**config.mk**
```make
export PLATFORM = sky130hd
export DESIGN_NAME = vga_sync_gen_flat
export DESIGN_NICKNAME = d
export VERILOG_FILES = /design/src/rtl/vga_sync_gen_if.sv /design/src/rtl/vga_sync_gen.sv /design/src/flat_wrapper.sv
export SDC_FILE = /design/constraint.sdc
export NUM_CORES = 1
export LEC_CHECK = 0
export CORE_UTILIZATION = 37
export DETAILED_ROUTE_END_ITERATION = 6
export SYNTH_ARGS = -nofsm -noshare
export SYNTH_HDL_FRONTEND = slang
export SYNTH_SLANG_ARGS = --single-unit
```
**constraint.sdc**
```tcl
create_clock -name clk -period 2.4 [get_ports clk]
set_clock_uncertainty 0.1 [all_clocks]
set_input_delay 0.36 -clock clk [delete_from_list [all_inputs] [get_ports clk]]
set_output_delay 0.36 -clock clk [all_outputs]
set_load 0.01 [all_outputs]
```
**src/rtl/vga_sync_gen_if.sv**
```systemverilog
// Scan position and sync strobes from vga_sync_gen.
// master drives, slave (vga_controller, connector) consumes.
interface vga_sync_gen_if;
  logic [9:0] CounterX;
  logic [9:0] CounterY;
  logic       inDisplayArea;
  logic       vga_h_sync;
  logic       vga_v_sync;
  logic       display_en;
  logic       frame_tick;

  modport master (
    output CounterX,
    output CounterY,
    output inDisplayArea,
    output vga_h_sync,
    output vga_v_sync,
    output display_en,
    output frame_tick
  );

  modport slave (
    input CounterX,
    input CounterY,
    input inDisplayArea,
    input vga_h_sync,
    input vga_v_sync,
    input display_en,
    input frame_tick
  );
endinterface

```
**src/rtl/vga_sync_gen.sv**
```systemverilog
// VGA scan counters, sync decode and delayed strobes.
// Sync/enable delayed to line up with registered pixel data.
module vga_sync_gen #(
  parameter int H_ACTIVE   = 640,
  parameter int H_FP       = 16,
  parameter int H_SYNC     = 96,
  parameter int H_BP       = 48,
  parameter int V_ACTIVE   = 480,
  parameter int V_FP       = 10,
  parameter int V_SYNC     = 2,
  parameter int V_BP       = 33,
  parameter int SYNC_DELAY = 1
) (
  input  logic          clk,
  input  logic          reset,
  vga_sync_gen_if.master vga
);
  localparam int H_TOTAL = H_ACTIVE + H_FP + H_SYNC + H_BP;
  localparam int V_TOTAL = V_ACTIVE + V_FP + V_SYNC + V_BP;

  localparam logic [9:0] H_LAST = 10'(H_TOTAL - 1);
  localparam logic [9:0] V_LAST = 10'(V_TOTAL - 1);
  localparam logic [9:0] H_ACT  = 10'(H_ACTIVE);
  localparam logic [9:0] V_ACT  = 10'(V_ACTIVE);
  localparam logic [9:0] HS_BEG = 10'(H_ACTIVE + H_FP);
  localparam logic [9:0] HS_END = 10'(H_ACTIVE + H_FP + H_SYNC - 1);
  localparam logic [9:0] VS_BEG = 10'(V_ACTIVE + V_FP);
  localparam logic [9:0] VS_END = 10'(V_ACTIVE + V_FP + V_SYNC - 1);

  logic [9:0] x;
  logic [9:0] y;
  logic [9:0] nx;
  logic [9:0] ny;
  logic       ide;
  logic       ft;
  logic       hs0;
  logic       vs0;

  always_comb begin
    nx = x + 10'd1;
    ny = y;
    if (x == H_LAST) begin
      nx = '0;
      ny = (y == V_LAST) ? '0 : y + 10'd1;
    end
  end

  // Decode from next-state so flags match the counters they describe.
  always_ff @(posedge clk) begin
    if (reset) begin
      x   <= '0;
      y   <= '0;
      ide <= 1'b1;
      ft  <= 1'b0;
      hs0 <= 1'b1;
      vs0 <= 1'b1;
    end else begin
      x   <= nx;
      y   <= ny;
      ide <= (nx < H_ACT) && (ny < V_ACT);
      ft  <= (nx == '0) && (ny == V_ACT);
      hs0 <= !((nx >= HS_BEG) && (nx <= HS_END));
      vs0 <= !((ny >= VS_BEG) && (ny <= VS_END));
    end
  end

  assign vga.CounterX      = x;
  assign vga.CounterY      = y;
  assign vga.inDisplayArea = ide;
  assign vga.frame_tick    = ft;

  if (SYNC_DELAY == 0) begin : g_nodly
    assign vga.vga_h_sync = hs0;
    assign vga.vga_v_sync = vs0;
    assign vga.display_en = ide;
  end else begin : g_dly
    logic [SYNC_DELAY-1:0] hs_d;
    logic [SYNC_DELAY-1:0] vs_d;
    logic [SYNC_DELAY-1:0] de_d;

    always_ff @(posedge clk) begin
      if (reset) begin
        hs_d <= '1;
        vs_d <= '1;
        de_d <= '0;
      end else begin
        hs_d[0] <= hs0;
        vs_d[0] <= vs0;
        de_d[0] <= ide;
        for (int i = 1; i < SYNC_DELAY; i++) begin
          hs_d[i] <= hs_d[i-1];
          vs_d[i] <= vs_d[i-1];
          de_d[i] <= de_d[i-1];
        end
      end
    end

    assign vga.vga_h_sync = hs_d[SYNC_DELAY-1];
    assign vga.vga_v_sync = vs_d[SYNC_DELAY-1];
    assign vga.display_en = de_d[SYNC_DELAY-1];
  end
endmodule

```
**src/flat_wrapper.sv**
```systemverilog
// flat-port wrapper written by rule: the top's interface ports become plain ports
module vga_sync_gen_flat 
#(
  parameter int H_ACTIVE   = 640,
  parameter int H_FP       = 16,
  parameter int H_SYNC     = 96,
  parameter int H_BP       = 48,
  parameter int V_ACTIVE   = 480,
  parameter int V_FP       = 10,
  parameter int V_SYNC     = 2,
  parameter int V_BP       = 33,
  parameter int SYNC_DELAY = 1
)
  (clk, reset, vga_CounterX, vga_CounterY, vga_inDisplayArea, vga_vga_h_sync, vga_vga_v_sync, vga_display_en, vga_frame_tick);
  vga_sync_gen_if vga_i ();
  input  logic clk;
  input  logic reset;
  output wire logic [$bits(vga_i.CounterX)-1:0] vga_CounterX;
  output wire logic [$bits(vga_i.CounterY)-1:0] vga_CounterY;
  output wire logic [$bits(vga_i.inDisplayArea)-1:0] vga_inDisplayArea;
  output wire logic [$bits(vga_i.vga_h_sync)-1:0] vga_vga_h_sync;
  output wire logic [$bits(vga_i.vga_v_sync)-1:0] vga_vga_v_sync;
  output wire logic [$bits(vga_i.display_en)-1:0] vga_display_en;
  output wire logic [$bits(vga_i.frame_tick)-1:0] vga_frame_tick;
  assign vga_CounterX = vga_i.CounterX;
  assign vga_CounterY = vga_i.CounterY;
  assign vga_inDisplayArea = vga_i.inDisplayArea;
  assign vga_vga_h_sync = vga_i.vga_h_sync;
  assign vga_vga_v_sync = vga_i.vga_v_sync;
  assign vga_display_en = vga_i.display_en;
  assign vga_frame_tick = vga_i.frame_tick;
  vga_sync_gen #(.H_ACTIVE(H_ACTIVE), .H_FP(H_FP), .H_SYNC(H_SYNC), .H_BP(H_BP), .V_ACTIVE(V_ACTIVE), .V_FP(V_FP), .V_SYNC(V_SYNC), .V_BP(V_BP), .SYNC_DELAY(SYNC_DELAY)) u_core (.clk(clk), .reset(reset), .vga(vga_i));
endmodule
```
==> run summary, run 1 <==
Status = completed
Post-synth net total = 200
Final WL = 3890 microns
CP max-delay cell = a2111o_1
Final critical-path required period = 2.23 ns
Post-synth cell types = 42
# H-tree levels = 1
Worst path arrival time = 2.32 ns
Initial DRC count = 102
Grt ovf = 0
Period Utilization, post-route = 92.9%
Worst slew pin tran = 0.468 ns
Initial Util = 38.5%
Async SR Flop Fraction = 0%
Type of destination of the critical path = register
Post_cts resized = 0
Met3 Resource Use GR = 3.97%
Final HPWL DP = 2850 microns
RSZ-0062 raised after global routing = false
Largest net degree at the start of global routing = 25
Final setup fails = 0
Final net count = 230
Layout cells sized above 1 = 11.2%
Synth Area in Simple Gates = 31.3%
Number of setup buffers added after CTS = 0
Rel. slew slack = 68.7%
Cell taking the most area after synthesis = dfxtp_1
Met2 Use GR = 34.4%
Post-CTS Hold Buffers = 0
Final Cell Area = 1930 sq um
Vias in the first global route = 1435
LEAKAGE = 0.645 nW
Setup TNS = 0 ns
Grt peak-use layer = met2
Worst hold slack = 0.309 ns
Required @ worst endpoint = 2.50 ns
Final-layout fill cell count = 391
Multiplexer share of the synthesized area = 0.655%
DRC Markers = 0
Startpoint types = register
CP Max Fanout = 7
Die area = 4390 sq um
Die Wd = 66.3 microns
Cells on worst reg2reg path = 6
Final Hold Fails = 0
Total clock sinks = 27
Largest family of logic cells by synthesized area = simple AND/OR/NAND/NOR gates
Main flop type after synthesis = dfxtp_1
Synth Area in XOR/XNOR = 6.87%
Flops & latches, synth = 27
Slew Viols, Final = 0
Hold depth = 1
DR vias = 1501
Area Overhead vs Synth = 26.0%
Row count = 23
Crit-path cells = ha_1 -> and4_4 -> and4_1 -> nand2_1 -> a2111o_1 -> nor4bb_1
Worst VDD drop = 0.304 mV
Die height = 66.3 microns
Synth Instances = 194
First-pass GRT wire length = 6580 microns
Clock buffer depth = 2
Clock transition at path regs = 0.10 ns
Achievable Freq = 0.449 GHz
Yosys Warn Count = 0
Port buffer count = 26
CTS buffer count = 3
Initial DRT Pass Iterations = 4
Antenna cell count = 0
Vias/cell = 5.50
Crit path max-delay family = simple AND/OR/NAND/NOR gates
Routed Antenna Nets = 0
Tot GR Track Use = 19.5%
HP Class = reg2reg
Synthesized-area fraction occupied by adder cells = 3.27%
CTS tree = built
Core area = 3970 sq um
Post-Place Cell Area = 1880 sq um
Yosys top cell area share = 35.4%
Setup WS pre-CTS = 0.209 ns
Gpl congestion = 0.835
Pwr Density = 396 nW/um^2
Compound-gate portion of the synthesized area = 17.0%
EDFF count, synth = 0
WS Path Type = reg2reg
Clk Latency, worst-skew pair = 0.28 ns
Max Cap Violations = 0
Syn_area_per_cell = 7.88 sq um
Tot Pwr = 0.764 mW
Buf+Inv Stages, Crit Path = 0
DR WL/cell = 14.2 microns
Synth top area cells = dfxtp_1, nor2_1, a21oi_1
Met1 usage = 22.9%
Worst stage delay on the critical path = 0.45 ns
Final setup margin = 0.171 ns
Register area share after synthesis = 35.4%
Cell Area, Synth = 1530 sq um
IO Count = 27
Root Buffer = clkbuf_8
Cell depth of the worst setup path = 6
Initial antenna violation count = 0
==> logic make-up after synthesis <==
logic type               count (synthesis)
adder cells (fa/ha/maj)                  4
multiplexers                             1
XOR/XNOR                                12
AO/OA/AOI/OAI                           43
AND/OR/NAND/NOR                         89
flip-flops                              27
buffers and inverters                   18
==> synthesized netlist by cell type (3+ instances only) <==
| library cell | number |
|---|---|
| or3_1 | 5 |
| buf_2 | 4 |
| nor2_1 | 23 |
| xor2_1 | 4 |
| xnor2_1 | 8 |
| o21ai_0 | 14 |
| nand2_1 | 17 |
| and4_1 | 3 |
| nand3_1 | 8 |
| inv_1 | 4 |
| nand4_1 | 5 |
| a31oi_1 | 3 |
| nor3_1 | 9 |
| dfxtp_1 | 27 |
| buf_4 | 3 |
| a21oi_1 | 14 |
| ha_1 | 4 |
| clkbuf_1 | 7 |
==> placed cells by master (no fill, tap or decap), drive strengths merged, types with 2 or more instances in the layout <==
cell and count:
a21oi 14, a31o 2, a31oi 3, a32oi 2, and3 2, and4 4
buf 13, clkbuf 3, clkdlybuf4s50 26, dfxtp 27, ha 4, inv 4
nand2 17, nand2b 2, nand3 8, nand3b 2, nand4 6, nor2 25
nor3 9, nor4 3, o211ai 2, o21ai 14, or2 2, or3 5
xnor2 8, xor2 4
==> worst paths after layout <==
check / slack [ns] / end / from
worst max-delay path: 0.17 / u_core.vga.frame_tick$_SDFF_PP0_ / u_core.vga.CounterX[1]$_SDFF_PP0_
worst min-delay path: 0.31 / u_core.vga.vga_h_sync$_SDFF_PP1_ / u_core.hs0$_SDFF_PP1_
worst max register to register: 0.17 / u_core.vga.frame_tick$_SDFF_PP0_ / u_core.vga.CounterX[1]$_SDFF_PP0_
worst min register to register: 0.31 / u_core.vga.vga_h_sync$_SDFF_PP1_ / u_core.hs0$_SDFF_PP1_
==> metal layers <==
layer,wire (microns),share of wire (%),up-vias
met4,23,0.59,0
met3,160,4.1,2
li1,-,-,750
met1,1730,44,709
met5,0,0,-
met2,1970,51,40
==> sequential cells by signal (all words and copies together) (netlist names) <==
signal                    cells
u_core.vga.CounterX          10
u_core.vga.CounterY          10
u_core.hs0                    1
u_core.vga.display_en         1
u_core.vga.frame_tick         1
u_core.vga.inDisplayArea      1
u_core.vga.vga_h_sync         1
u_core.vga.vga_v_sync         1
u_core.vs0                    1
==> worst register-to-register path, delay by kind of cell, from the launching register on <==
kind | cells | cell delay [ns]
AO/OA/AOI/OAI | 1 | 0.45
flip-flops | 1 | 0.34
adder cells (fa/ha/maj) | 1 | 0.24
AND/OR/NAND/NOR | 4 | 1.02
==> per-stage QoR <==
step | std cells | utilization [%]
CTS | 273 | 48.5
global placement | 269 | 47.4
finish | 273 | 48.5
detailed placement | 269 | 47.4
global route | 273 | 48.5
floorplan | 194 | -
==> layout make-up <==
cell class | count | area, sq um | area share, %
multi-input combinational | 149 | 905 | 46.9
clock buffer | 3 | 41.3 | 2.14
inverter | 4 | 15.0 | 0.779
sequential | 27 | 541 | 28.1
timing repair buffer | 39 | 358 | 18.6
clock inverter | 1 | 5.00 | 0.260
tap | 50 | 62.6 | 3.25
==> power breakdown <==
group / total, mW / internal [mW] / switching, mW
registers: 0.457 / 0.453 / 0.00420
logic: 0.0397 / 0.0196 / 0.0202
clock network: 0.267 / 0.117 / 0.150
total: 0.764 / 0.589 / 0.175
Power figures use the tool's default switching activity.
==> run 2: changes to the inputs <==
--- a/config.mk
+++ b/config.mk
@@ -7,6 +7,7 @@
 export LEC_CHECK = 0
 export CORE_UTILIZATION = 37
 export DETAILED_ROUTE_END_ITERATION = 6
+export PLACE_DENSITY = 0.59
 export SYNTH_ARGS = -nofsm -noshare
 export SYNTH_HDL_FRONTEND = slang
 export SYNTH_SLANG_ARGS = --single-unit
==> constraint.sdc (replaced) <==
create_clock -name clk -period 2.02 [get_ports clk]
set_clock_uncertainty 0.1 [all_clocks]
set_input_delay 0.303 -clock clk [delete_from_list [all_inputs] [get_ports clk]]
set_output_delay 0.303 -clock clk [all_outputs]
set_load 0.01 [all_outputs]
==> run 2 against run 1 <==
Effect of this change: sequential power up 19%; global-route usage rose by 1.4 points; critical endpoint is now u_core.vga.CounterY[4]$_SDFF_PP0_; largest power group unchanged; register-to-register slack got worse by 0.16 ns; critical path depth up 3.
==> run summary, run 2 (synthesis results as in run 1) <==
Status = completed
Die area = 4390 sq um (unchanged)
Worst path arrival time = 2.07 ns (-0.25 ns)
Initial Util = 38.5% (unchanged)
Final HPWL DP = 3120 microns (+9.7%)
Total net switching power = 0.212 mW (+21%)
Cells on worst reg2reg path = 9 (+3)
RSZ-0062 raised after global routing = true
Row count = 23 (unchanged)
Tot Pwr = 0.916 mW (+20%)
First-pass GRT wire length = 7100 microns (+8.0%)
Hold depth = 1 (unchanged)
Worst VDD drop = 0.255 mV (-16%)
Internal power = 0.704 mW (+20%)
Antenna cell count = 0 (unchanged)
Register Area = 553 sq um (+2.3%)
Final setup fails = 0 (unchanged)
Final std cells w/o fill = 301 (+10%)
Tot GR Track Use = 20.8% (+1.4 points)
Initial DRC count = 165 (+62%)
Crit path max-delay family = buffers and inverters
DR vias = 1662 (+11%)
Final critical-path required period = 2.01 ns (-0.217 ns)
Worst slew pin tran = 0.303 ns (-0.164 ns)
Die Wd = 66.3 microns (unchanged)
Area of the multi-input gates = 968 sq um (+7.1%)
Gpl congestion = 0.956 (+15%)
CTS tree = built
Final Hold Fails = 0 (unchanged)
Hold EP = u_core.vga.vga_h_sync$_SDFF_PP1_
Final net count = 258 (+12%)
Final-layout fill cell count = 383 (-2.0%)
Period Utilization, post-route = 99.6% (+6.7 points)
Clock buffer depth = 2 (unchanged)
Buf+Inv Stages, Crit Path = 3 (+3)
Reg2reg end = u_core.vga.CounterY[4]$_SDFF_PP0_
Grt ovf = 0 (unchanged)
Placed Cells = 290 (+7.8%)
Post-CTS Hold Buffers = 0 (unchanged)
Total clock sinks = 27 (unchanged)
Crit-path cells = buf_6 -> inv_4 -> ha_4 -> nand4_1 -> nor4_2 -> clkdlybuf4s15_2 -> a31oi_1 -> o21ai_0 -> a21oi_1
Rel. slew slack = 79.6% (+11 points)
Required @ worst endpoint = 2.08 ns (-0.42 ns)
CP max-delay cell = dfxtp_4
Die height = 66.3 microns (unchanged)
Utilization after layout = 56.1% (+7.6 points)
LEAKAGE = 0.792 nW (+23%)
Achievable Freq = 0.497 GHz (+11%)
Area Overhead vs Synth = 45.7%
Sequential Power Share = 59.1% (-0.7 points)
Type of destination of the critical path = register
Routed Antenna Nets = 0 (unchanged)
DR WL/cell = 14.6 microns (+2.5%)
Layout cells sized above 1 = 27.5% (+16 points)
Internal reg-to-reg setup slack = 0.008 ns (-0.16 ns)
Slew Viols, Final = 0 (unchanged)
HP Class = reg2reg
Initial DRT Pass Iterations = 4 (unchanged)
WS Path Type = reg2reg
Highest-count cells in the layout ignoring fill and taps = buf_4, clkdlybuf4s50_1, nor2_1
CTS buffer count = 3 (unchanged)
Core area = 3970 sq um (unchanged)
Root Buffer = clkbuf_8
Setup TNS = 0 ns (unchanged)
IO Count = 27 (unchanged)
Max Cap Violations = 0 (unchanged)
Switching part of the total power = 23.1% (+0.26 points)
Pwr Density = 411 nW/um^2 (+3.7%)
Vias in the first global route = 1604 (+12%)
Final WL = 4390 microns (+13%)
Clk Latency, worst-skew pair = 0.28 ns (about the same)
# H-tree levels = 1 (unchanged)
Hold Path Origin = u_core.hs0$_SDFF_PP1_
Clock transition at path regs = 0.10 ns (about the same)
CP Max Fanout = 7 (unchanged)
Vias/cell = 5.52 (+0.43%)
DRC Markers = 0 (unchanged)
Port buffer count = 26 (unchanged)
Comb power frac = 5.8% (+0.6 points)
Initial antenna violation count = 0 (unchanged)
Most common cell after layout, fill and taps aside = buf_4
Critical R2R Launch = u_core.vga.CounterY[0]$_SDFF_PP0_
Startpoint types = register
Worst stage delay on the critical path = 0.37 ns (-0.08 ns)
Largest net degree at the start of global routing = 25 (unchanged)
Clock network power share = 35.1% (about the same)
==> run 2: cell types whose count changed in the layout (fill, tap and decap cells not counted), moves of 3 or more <==
cell     previous run  this run
dfxtp_1            27        21
dfxtp_2             0         4
ha_4                0         3
buf_4              13        38
ha_1                4         1
==> run 2: layout make-up <==
cell class                 instances  share of cell area [%]
sequential                        27                    24.8
timing repair buffer              67                    26.0
tap                               50                    2.81
clock buffer                       3                    1.85
inverter                           4                   0.786
multi-input combinational        149                    43.5
clock inverter                     1                   0.281
==> run 2: per-layer routing <==
metal | global-route usage (%) | wire length (microns) | up-vias
met2 | 37.9 | 2270 | 49
met5 | 0 | 0 | -
met1 | 24.2 | 1870 | 796
met4 | 8.24 | 98 | 0
met3 | 2.93 | 145 | 13
li1 | - | - | 804
==> run 2: how the worst max path moves through the flow <==
stage	to	depth (start not counted)	startpoint	slack, ns
6_report	u_core.vga.CounterY[4]$_SDFF_PP0_	9	u_core.vga.CounterY[0]$_SDFF_PP0_	0.008
3_3_place_gp	u_core.vga.frame_tick$_SDFF_PP0_	7	u_core.vga.CounterY[0]$_SDFF_PP0_	-0.02
2_1_floorplan	u_core.vga.frame_tick$_SDFF_PP0_	7	u_core.vga.CounterY[0]$_SDFF_PP0_	0.001
4_1_cts	u_core.vga.frame_tick$_SDFF_PP0_	7	u_core.vga.CounterY[2]$_SDFF_PP0_	0.004
5_1_grt	u_core.vga.frame_tick$_SDFF_PP0_	7	u_core.vga.CounterY[2]$_SDFF_PP0_	-0.05
3_5_place_dp	u_core.vga.frame_tick$_SDFF_PP0_	7	u_core.vga.CounterY[0]$_SDFF_PP0_	-0.06
==> run 2: repair_timing <==
action | CTS | global route
gates resized for setup | 1 | 15
gates cloned | 0 | 1
pin swaps | 4 | 3
setup endpoints to repair | 2 | 4
buffers inserted | 2 | 4
==> run 2: per-stage QoR <==
step	hold slack (ns)	worst slack, ns	area (sq um)
after global routing	0.348	-0.0495	2230
after global placement	0.296	-0.0235	2070
after floorplan	0.289	0.00115	1570
after detailed placement	0.307	-0.0552	2070
after CTS	0.328	0.00439	2140
final	0.324	0.00788	2230
==> run 2: power groups by stage <==
stage	logic [mW]	registers, mW	clock network (mW)
after floorplan	0.0179	0.560	0
after global placement	0.0524	0.554	0
after detailed placement	0.0529	0.554	0
after CTS	0.0532	0.542	0.344
after global routing	0.0584	0.543	0.357
final	0.0529	0.542	0.321
==> run 2: worst register-to-register path, stage by stage (launching register included) <==
cell and delay, ns:
dfxtp_4 0.37, buf_6 0.13, inv_4 0.06, ha_4 0.12
nand4_1 0.12, nor4_2 0.32, clkdlybuf4s15_2 0.30, a31oi_1 0.07
o21ai_0 0.22, a21oi_1 0.10
